### src/rtl/wb_arb_pkg.sv
// wb_arb_pkg: shared constants, state encoding and helpers for the Wishbone round-robin arbiter
package wb_arb_pkg;
  localparam int NM    = 4;
  localparam int PCIC  = 0;
  localparam int TURFC = 1;
  localparam int HKMC  = 2;
  localparam int WBVIO = 3;
  typedef enum logic [1:0] {IDLE, BUSY, TERR} state_t;
  function automatic logic [1:0] oh2idx(input logic [NM-1:0] oh);
    oh2idx = '0;
    for (int i = 0; i < NM; i++) if (oh[i]) oh2idx = 2'(i);
  endfunction
endpackage

### src/rtl/rr_pick4.sv
// rr_pick4: combinational 4-way round-robin picker, searching last+1, last+2, ... mod 4
module rr_pick4
  import wb_arb_pkg::*;
(
  input  logic [NM-1:0] req,
  input  logic [1:0]    last,
  output logic [NM-1:0] gnt,
  output logic          valid
);
  logic [2:0]      sh;
  logic [NM-1:0]   rot;
  logic [NM-1:0]   low;
  logic [2*NM-1:0] back;
  // rotate so last+1 sits at bit 0, isolate the lowest request, rotate back
  assign sh    = {1'b0, last} + 3'd1;
  assign rot   = NM'({req, req} >> sh);
  assign low   = rot & (~rot + NM'(1));
  assign back  = {low, low} << sh;
  assign gnt   = back[2*NM-1:NM];
  assign valid = |req;
endmodule

### src/rtl/wbc_rr_arbiter.sv
// wbc_rr_arbiter: four-master round-robin Wishbone classic arbiter with a cycle-locked grant
// and a watchdog that turns a hung slave cycle into an err to the granted master.
module wbc_rr_arbiter
  import wb_arb_pkg::*;
#(
  parameter int DW      = 32,
  parameter int AW      = 20,
  parameter int SW      = 4,
  parameter int TIMEOUT = 1024,
  parameter int TW      = 11
) (
  input  logic             clk_i,
  input  logic             rst_n_i,
  input  logic [NM-1:0]    m_cyc_i,
  input  logic [NM-1:0]    m_stb_i,
  input  logic [NM-1:0]    m_we_i,
  input  logic [NM*AW-1:0] m_adr_i,
  input  logic [NM*DW-1:0] m_dat_i,
  input  logic [NM*SW-1:0] m_sel_i,
  output logic [DW-1:0]    m_dat_o,
  output logic [NM-1:0]    m_ack_o,
  output logic [NM-1:0]    m_err_o,
  output logic [NM-1:0]    m_rty_o,
  output logic             s_cyc_o,
  output logic             s_stb_o,
  output logic             s_we_o,
  output logic [AW-1:0]    s_adr_o,
  output logic [DW-1:0]    s_dat_o,
  output logic [SW-1:0]    s_sel_o,
  input  logic [DW-1:0]    s_dat_i,
  input  logic             s_ack_i,
  input  logic             s_err_i,
  input  logic             s_rty_i,
  output logic [NM-1:0]    grant_o,
  output logic             timeout_o
);
  localparam logic [TW-1:0] TLAST = TW'(TIMEOUT == 0 ? 0 : TIMEOUT - 1);
  state_t        state_q, state_d;
  logic [1:0]    last_q, last_d;
  logic [TW-1:0] cnt_q, cnt_d;
  logic [NM-1:0] pick, gvec;
  logic          pick_v, busy, g_cyc, route, term, expire;
  rr_pick4 u_pick (
    .req  (m_cyc_i),
    .last (last_q),
    .gnt  (pick),
    .valid(pick_v)
  );
  assign m_dat_o = s_dat_i;
  // last_q doubles as the index of the granted master once out of IDLE
  always_comb begin
    busy      = state_q == BUSY;
    gvec      = NM'(1) << last_q;
    g_cyc     = m_cyc_i[last_q];
    route     = busy & g_cyc;
    term      = s_ack_i | s_err_i | s_rty_i;
    s_cyc_o   = route;
    s_stb_o   = route & m_stb_i[last_q];
    s_we_o    = busy & m_we_i[last_q];
    s_adr_o   = busy ? m_adr_i[int'(last_q)*AW +: AW] : '0;
    s_dat_o   = busy ? m_dat_i[int'(last_q)*DW +: DW] : '0;
    s_sel_o   = busy ? m_sel_i[int'(last_q)*SW +: SW] : '0;
    m_ack_o   = (route & s_ack_i) ? gvec : '0;
    m_err_o   = (state_q == TERR || (route & s_err_i)) ? gvec : '0;
    m_rty_o   = (route & s_rty_i) ? gvec : '0;
    grant_o   = state_q == IDLE ? '0 : gvec;
    timeout_o = state_q == TERR;
    expire    = (TIMEOUT != 0) && s_stb_o && !term && cnt_q == TLAST;
    cnt_d     = (s_stb_o && !term && !expire) ? cnt_q + TW'(1) : '0;
    last_d    = (state_q == IDLE && pick_v) ? oh2idx(pick) : last_q;
    state_d   = state_q == IDLE ? (pick_v ? BUSY : IDLE) :
                state_q == TERR ? (g_cyc ? BUSY : IDLE) :
                !g_cyc ? IDLE : expire ? TERR : BUSY;
  end
  always_ff @(posedge clk_i or negedge rst_n_i) begin
    if (!rst_n_i) begin
      state_q <= IDLE;
      last_q  <= 2'(WBVIO);
      cnt_q   <= '0;
    end else begin
      state_q <= state_d;
      last_q  <= last_d;
      cnt_q   <= cnt_d;
    end
  end
endmodule

### config.mk
export PLATFORM = sky130hd
export DESIGN_NAME = wbc_rr_arbiter
export DESIGN_NICKNAME = d
export VERILOG_FILES = /design/src/rtl/wb_arb_pkg.sv /design/src/rtl/rr_pick4.sv /design/src/rtl/wbc_rr_arbiter.sv
export SDC_FILE = /design/constraint.sdc
export NUM_CORES = 1
export LEC_CHECK = 0
export BUFFER_PORTS_ARGS = -buffer_cell sky130_fd_sc_hd__clkbuf_2
export CAP_MARGIN = 20
export CORE_AREA = 2 2 147 149
export DETAILED_ROUTE_END_ITERATION = 12
export DIE_AREA = 0 0 149 151
export HOLD_SLACK_MARGIN = 0.08
export MAX_ROUTING_LAYER = met4
export SETUP_SLACK_MARGIN = 0.05
export SKIP_CTS_REPAIR_TIMING = 1
export SYNTH_ARGS = -nofsm -noshare
export SYNTH_HDL_FRONTEND = slang
export SYNTH_SLANG_ARGS = --single-unit
### constraint.sdc
create_clock -name clk_i -period 5.3 [get_ports clk_i]
set_clock_uncertainty 0.15 [all_clocks]
set_input_delay 1.06 -clock clk_i [delete_from_list [all_inputs] [get_ports clk_i]]
set_output_delay 1.06 -clock clk_i [all_outputs]
set_load 0.05 [all_outputs]
After elaboration in Yosys (flattened, before gate mapping) --
Index checks and enable logic that the tools add are counted.
Word-level totals: flip-flop bits (word level) 15, input bits 273, output and inout port bits 108, logic and storage cells 59
Cells by class: add/subtract/negate cells 3, multipliers 1, order comparisons 1, equal/unequal tests 3, shifts and indexed selects 6, mux-type cells 23, bitwise gates (word level) 10, reductions and logical operators 9
Operators by type and width (count):
- $shiftx 128x8->32 | 1
- $shiftx 80x8->20 | 1
- $mux 32 | 1
- $mux 20 | 1
- $mux 4 | 5
- $shiftx 16x5->4 | 1
- $mux 2 | 6
- $add 11x1->11 const B | 1
- $eq 11x10->1 const B | 1
- $mux 11 | 1
- $shl 8x3->8 | 1
- $shr 8x3->4 | 1
- $and 1x1->1 | 6
- $bmux 1 s2 | 3
- $mux 1 | 6
- $mul 2x3->5 const B | 1
- $add 4x1->4 const B | 1
- $and 4x4->4 | 1
- $logic_and 1x1->1 | 4
- $not 4->4 | 1
- $reduce_or 4->1 | 1
- $shl 1x2->4 const A | 1
- $add 2x1->3 const B | 1
- $lt 2x3->1 const B | 1
- other kinds (6) | 8

Depth between registers and ports, before layout --
word-level depth 10, gate-level depth with buffers 9, depth with buffers taken out 6

Cells and area by module --
From an unflattened synthesis, not the netlist that was laid out.
Unflattened totals: cells, all modules 288, area, all modules 3070.4 um^2
By module, submodules not included:
- wbc_rr_arbiter | times used 1, cells an instance 261, area an instance 2881.5 um^2, seq. area each 377.9 um^2
- rr_pick4 | times used 1, cells an instance 27, area an instance 188.9 um^2, seq. area each 0.0 um^2

Least setup slack after synthesis --
Ideal clock, no wire load.
path type input port to output port, start input port m_cyc_i[1], end output port m_ack_o[0], data arrival time 2.723 ns, data required time 4.090 ns, slack 1.367 ns, cell stages on the path 5, buffers on the path 2, path through buf_2 mux4_2 and2_1 clkbuf_1 and3_1
On the way: longest elaborated chain between the ends 5
RTL lines:
- start, declared | line wbc_rr_arbiter.sv:14 | input logic [NM-1:0] m_cyc_i,
- $bmux 1 s2 | line wbc_rr_arbiter.sv:54 | g_cyc = m_cyc_i[last_q];
- $mux 1 (not written as such) | line wbc_rr_arbiter.sv:54
- $and 1x1->1 | line wbc_rr_arbiter.sv:55 | route = busy & g_cyc;
- via s_cyc_o | line wbc_rr_arbiter.sv:24 | output logic s_cyc_o,
- $and 1x1->1 | line wbc_rr_arbiter.sv:63 | m_ack_o = (route & s_ack_i) ? gvec : '0;
- $mux 4 | line wbc_rr_arbiter.sv:63
- end, declared | line wbc_rr_arbiter.sv:21 | output logic [NM-1:0] m_ack_o,
The timed path passes the listed nets, and every way through them passes these cells. The select of a mux whose other input is x is not followed.

Worst setup path in the final report --
start register last_q[1], end output port m_err_o[0]
On the way: longest elaborated chain between the ends 6, elaborated cells on any way between the ends 7, those cells by class shift: 1; mux: 3; bitwise: 2; reduce/logical: 1
RTL lines:
- start, declared | line wbc_rr_arbiter.sv:39 | logic [1:0] last_q, last_d;
- start signal, assigned | line wbc_rr_arbiter.sv:78 | last_q <= 2'(WBVIO);
- start signal, assigned | line wbc_rr_arbiter.sv:82 | last_q <= last_d;
- $bmux 1 s2 | line wbc_rr_arbiter.sv:54
- $mux 1 (not written as such) | line wbc_rr_arbiter.sv:54
- $and 1x1->1 | line wbc_rr_arbiter.sv:55
- $and 1x1->1 | line wbc_rr_arbiter.sv:64 | m_err_o = (state_q == TERR || (route & s_err_i)) ? gvec : '0;
- $logic_or 1x1->1 | line wbc_rr_arbiter.sv:64
- $mux 4 * | line wbc_rr_arbiter.sv:64
- end, declared | line wbc_rr_arbiter.sv:22 | output logic [NM-1:0] m_err_o,
Mark *: on every way between the ends. The rest lies on a longest branch, timed or not. The select of a mux whose other input is x is not followed.

==> flow_summary.ini <==
[outcome]
status = complete, no violations

[floorplanning]
rows = 53
core-area_um2 = 20800
die_x_um = 149
initial_core_util = 0.150
die-area_um2 = 22500
num_io_pins = 381
die_h_um = 151

[clock_tree]
clk_latency_ns = 0.25
htreeDepth = 1
root_buffer = clkbuf_16
cts.sinks = 15
cts_buffers = 3
max-clock-path-buffers = 2
cts_tree = yes
clk_pin_slew_ns = 0.05

[placed_design]
port_buffers = 316
place_area_um2 = 4710
dp_hpwl_mm = 12.1
gp_congestion = 0.734
dp_cells = 830

[timing]
period_minus_slack_ns = 3.87
fin_crit_sh = 0.731
fmax_ghz = 0.258
tns_ns = 0
rsz0062_at_grt = no
worst_slew_pin_slew_ns = 0.967
drv_slew = 0
setup_viol = 0
max-slew-margin-rel = 0.347
hold_viol = 0

[worst_setup_path]
cp_cell_sequence = mux4_2, a31oi_1, nor2b_1, clkbuf_2
crit_required_ns = 4.09
path_class = flop to primary output
cp.arrival_ns = 2.66
crit_path_end_kind = primary output
cp-start-kind = flop
crit_slowest_cell = dfstp_4
crit_fanout = 74
cpPeakStageDelay_ns = 1.17
path_delay_family = flip-flops
cp.buffers_inverters = 1

[pwr]
leakage_nw = 2.36
max-vdd-ir-drop_mv = 0.260
power_mw = 2.95
p_per_area_nw_per_um2 = 616

[synth]
ys_top_cells_by_area = mux4_2, and2_1, dfrtp_1
yosysMostFrequentCell = and2_1
netlist_instances = 298
synth_compound_area_frac = 0.0393
synth_edf_count = 0
syn-num-nets = 576
yosysTopAreaCell = mux4_2
yosys-top-cells-count = and2_1, mux4_2, buf_4
yosys.area_share.simple = 0.244
synth-seq-area-share = 0.121
synthAdderAreaFrac = 0.0200
syn_avg_cell_area_um2 = 10.5
yosysTopAreaCellShare = 0.426
synth_flop_cell = dfrtp_1
async_flop_share = 1.00
synth_top_family_by_area = multiplexers
yosys_warnings = 0
yosys.cell_types.count = 38
ys_ff_latch = 15
synthMuxAreaShare = 0.429
synth_xor_area_frac = 0.0224
netlist_area_um2 = 3120

[global_routing]
busiest_layer = met2
grt_pass1_vias = 3333
grt_use_met2 = 0.183
use_met1 = 0.139
grt_max_degree = 75
track_usage = 0.111
overflow = 0
antenna_found_initial = 0
grt_pass1_wl_mm = 18.7
use_met3 = 0.0283

[detailed_routing]
dr.pass1.iters = 6
drt_iter0_markers = 119
remaining_drc_errors = 0
drt-wirelength-per-cell_um = 16.9
ant_nets = 0
avgViaCountPerCell = 4.20
routed_wirelength_mm = 14.1
vias = 3500

[finish]
regArea_um2 = 385
n_fill_cell = 2313
drive_gt1_frac = 0.703
antenna_cells = 0
stdcell_count = 834
multi_input_area_um2 = 2360
syn2layout_area_growth_pct = 53.3
fin_nets = 838
fin_area_um2 = 4790

[hold_path]
hold_path_class = flop to flop

[flow_run]
drv_cap = 0
layout make-up:
type | instances | area share
Multi-Input combinational cell | 218 | 0.493
Timing Repair Buffer | 317 | 0.335
Sequential cell | 15 | 0.0805
Tap cell | 275 | 0.0719
Clock buffer | 4 | 0.0165
Inverter | 5 | 0.00392
through the flow:
stage	hold WS (ns)	util	setup slack [ns]
2_1_floorplan	0.303	-	1.37
3_3_place_gp	0.329	0.226	1.62
3_5_place_dp	0.330	0.226	1.60
4_1_cts	0.339	0.230	1.44
5_1_grt	0.350	0.230	1.28
6_report	0.334	0.230	1.43
layout by cell type, fill, tap and decap left out, drive strengths merged, types with 2 or more instances in the layout:
master / n
xor2: 4
nand3: 6
xnor2: 4
and3b: 2
dfrtp: 13
nor3: 2
nor2b: 10
nor2: 18
dfstp: 2
ha: 5
a31oi: 3
a21oi: 3
and3: 9
clkbuf: 320
inv: 5
o211ai: 2
mux4: 59
nand2: 6
o21ai: 8
nor3b: 3
and2: 60
nand4b: 2
nor4: 2
routing by layer:
metal  part of all wire  vias to the layer above
met5                  0                        -
met4             0.0080                        0
met3              0.098                        9
met2               0.49                      214
met1               0.40                     1676
li1                   -                     1601
power by group:
group          internal (mW)  switching (mW)
Sequential             0.143           0.177
Clock                  0.102          0.0469
Combinational          0.866            1.61
Total                   1.11            1.84
worst reg2reg max path: stages, from the launching register on:
cell	delay, ns
dfstp_4	1.17
inv_1	0.26
ha_1	0.46
nor4_1	0.20
o21ai_0	0.15
a31o_2	0.25
o221ai_1	0.19
path summary, 6_finish.rpt:
path	start	end	slack, ns	cells past startpoint
max	last_q[1]$_DFFE_PN1P_	m_err_o[0]	1.43	4
min	cnt_q[0]$_DFF_PN0_	cnt_q[0]$_DFF_PN0_	0.33	1
max reg2reg	last_q[1]$_DFFE_PN1P_	last_q[1]$_DFFE_PN1P_	2.37	6
min reg2reg	cnt_q[0]$_DFF_PN0_	cnt_q[0]$_DFF_PN0_	0.33	1
max in group asynchronous	rst_n_i	last_q[0]$_DFFE_PN1P_	4.11	1
min in group asynchronous	rst_n_i	cnt_q[4]$_DFF_PN0_	0.57	1
state kept, by name, summed over array words and instances (netlist names):
name and flops:
last_q 2, state_q 2, cnt_q 11
kinds of logic (layout without fill, tap and decap cells):
group / Yosys count / in the layout
AO/OA/AOI/OAI: 20 / 20
XOR/XNOR: 8 / 8
adder cells (fa/ha/maj): 5 / 5
buffers and inverters: 65 / 326
flip-flops: 15 / 15
multiplexers: 60 / 60
AND/OR/NAND/NOR: 125 / 125
Note: power is estimated with default switching activity, not from simulation.
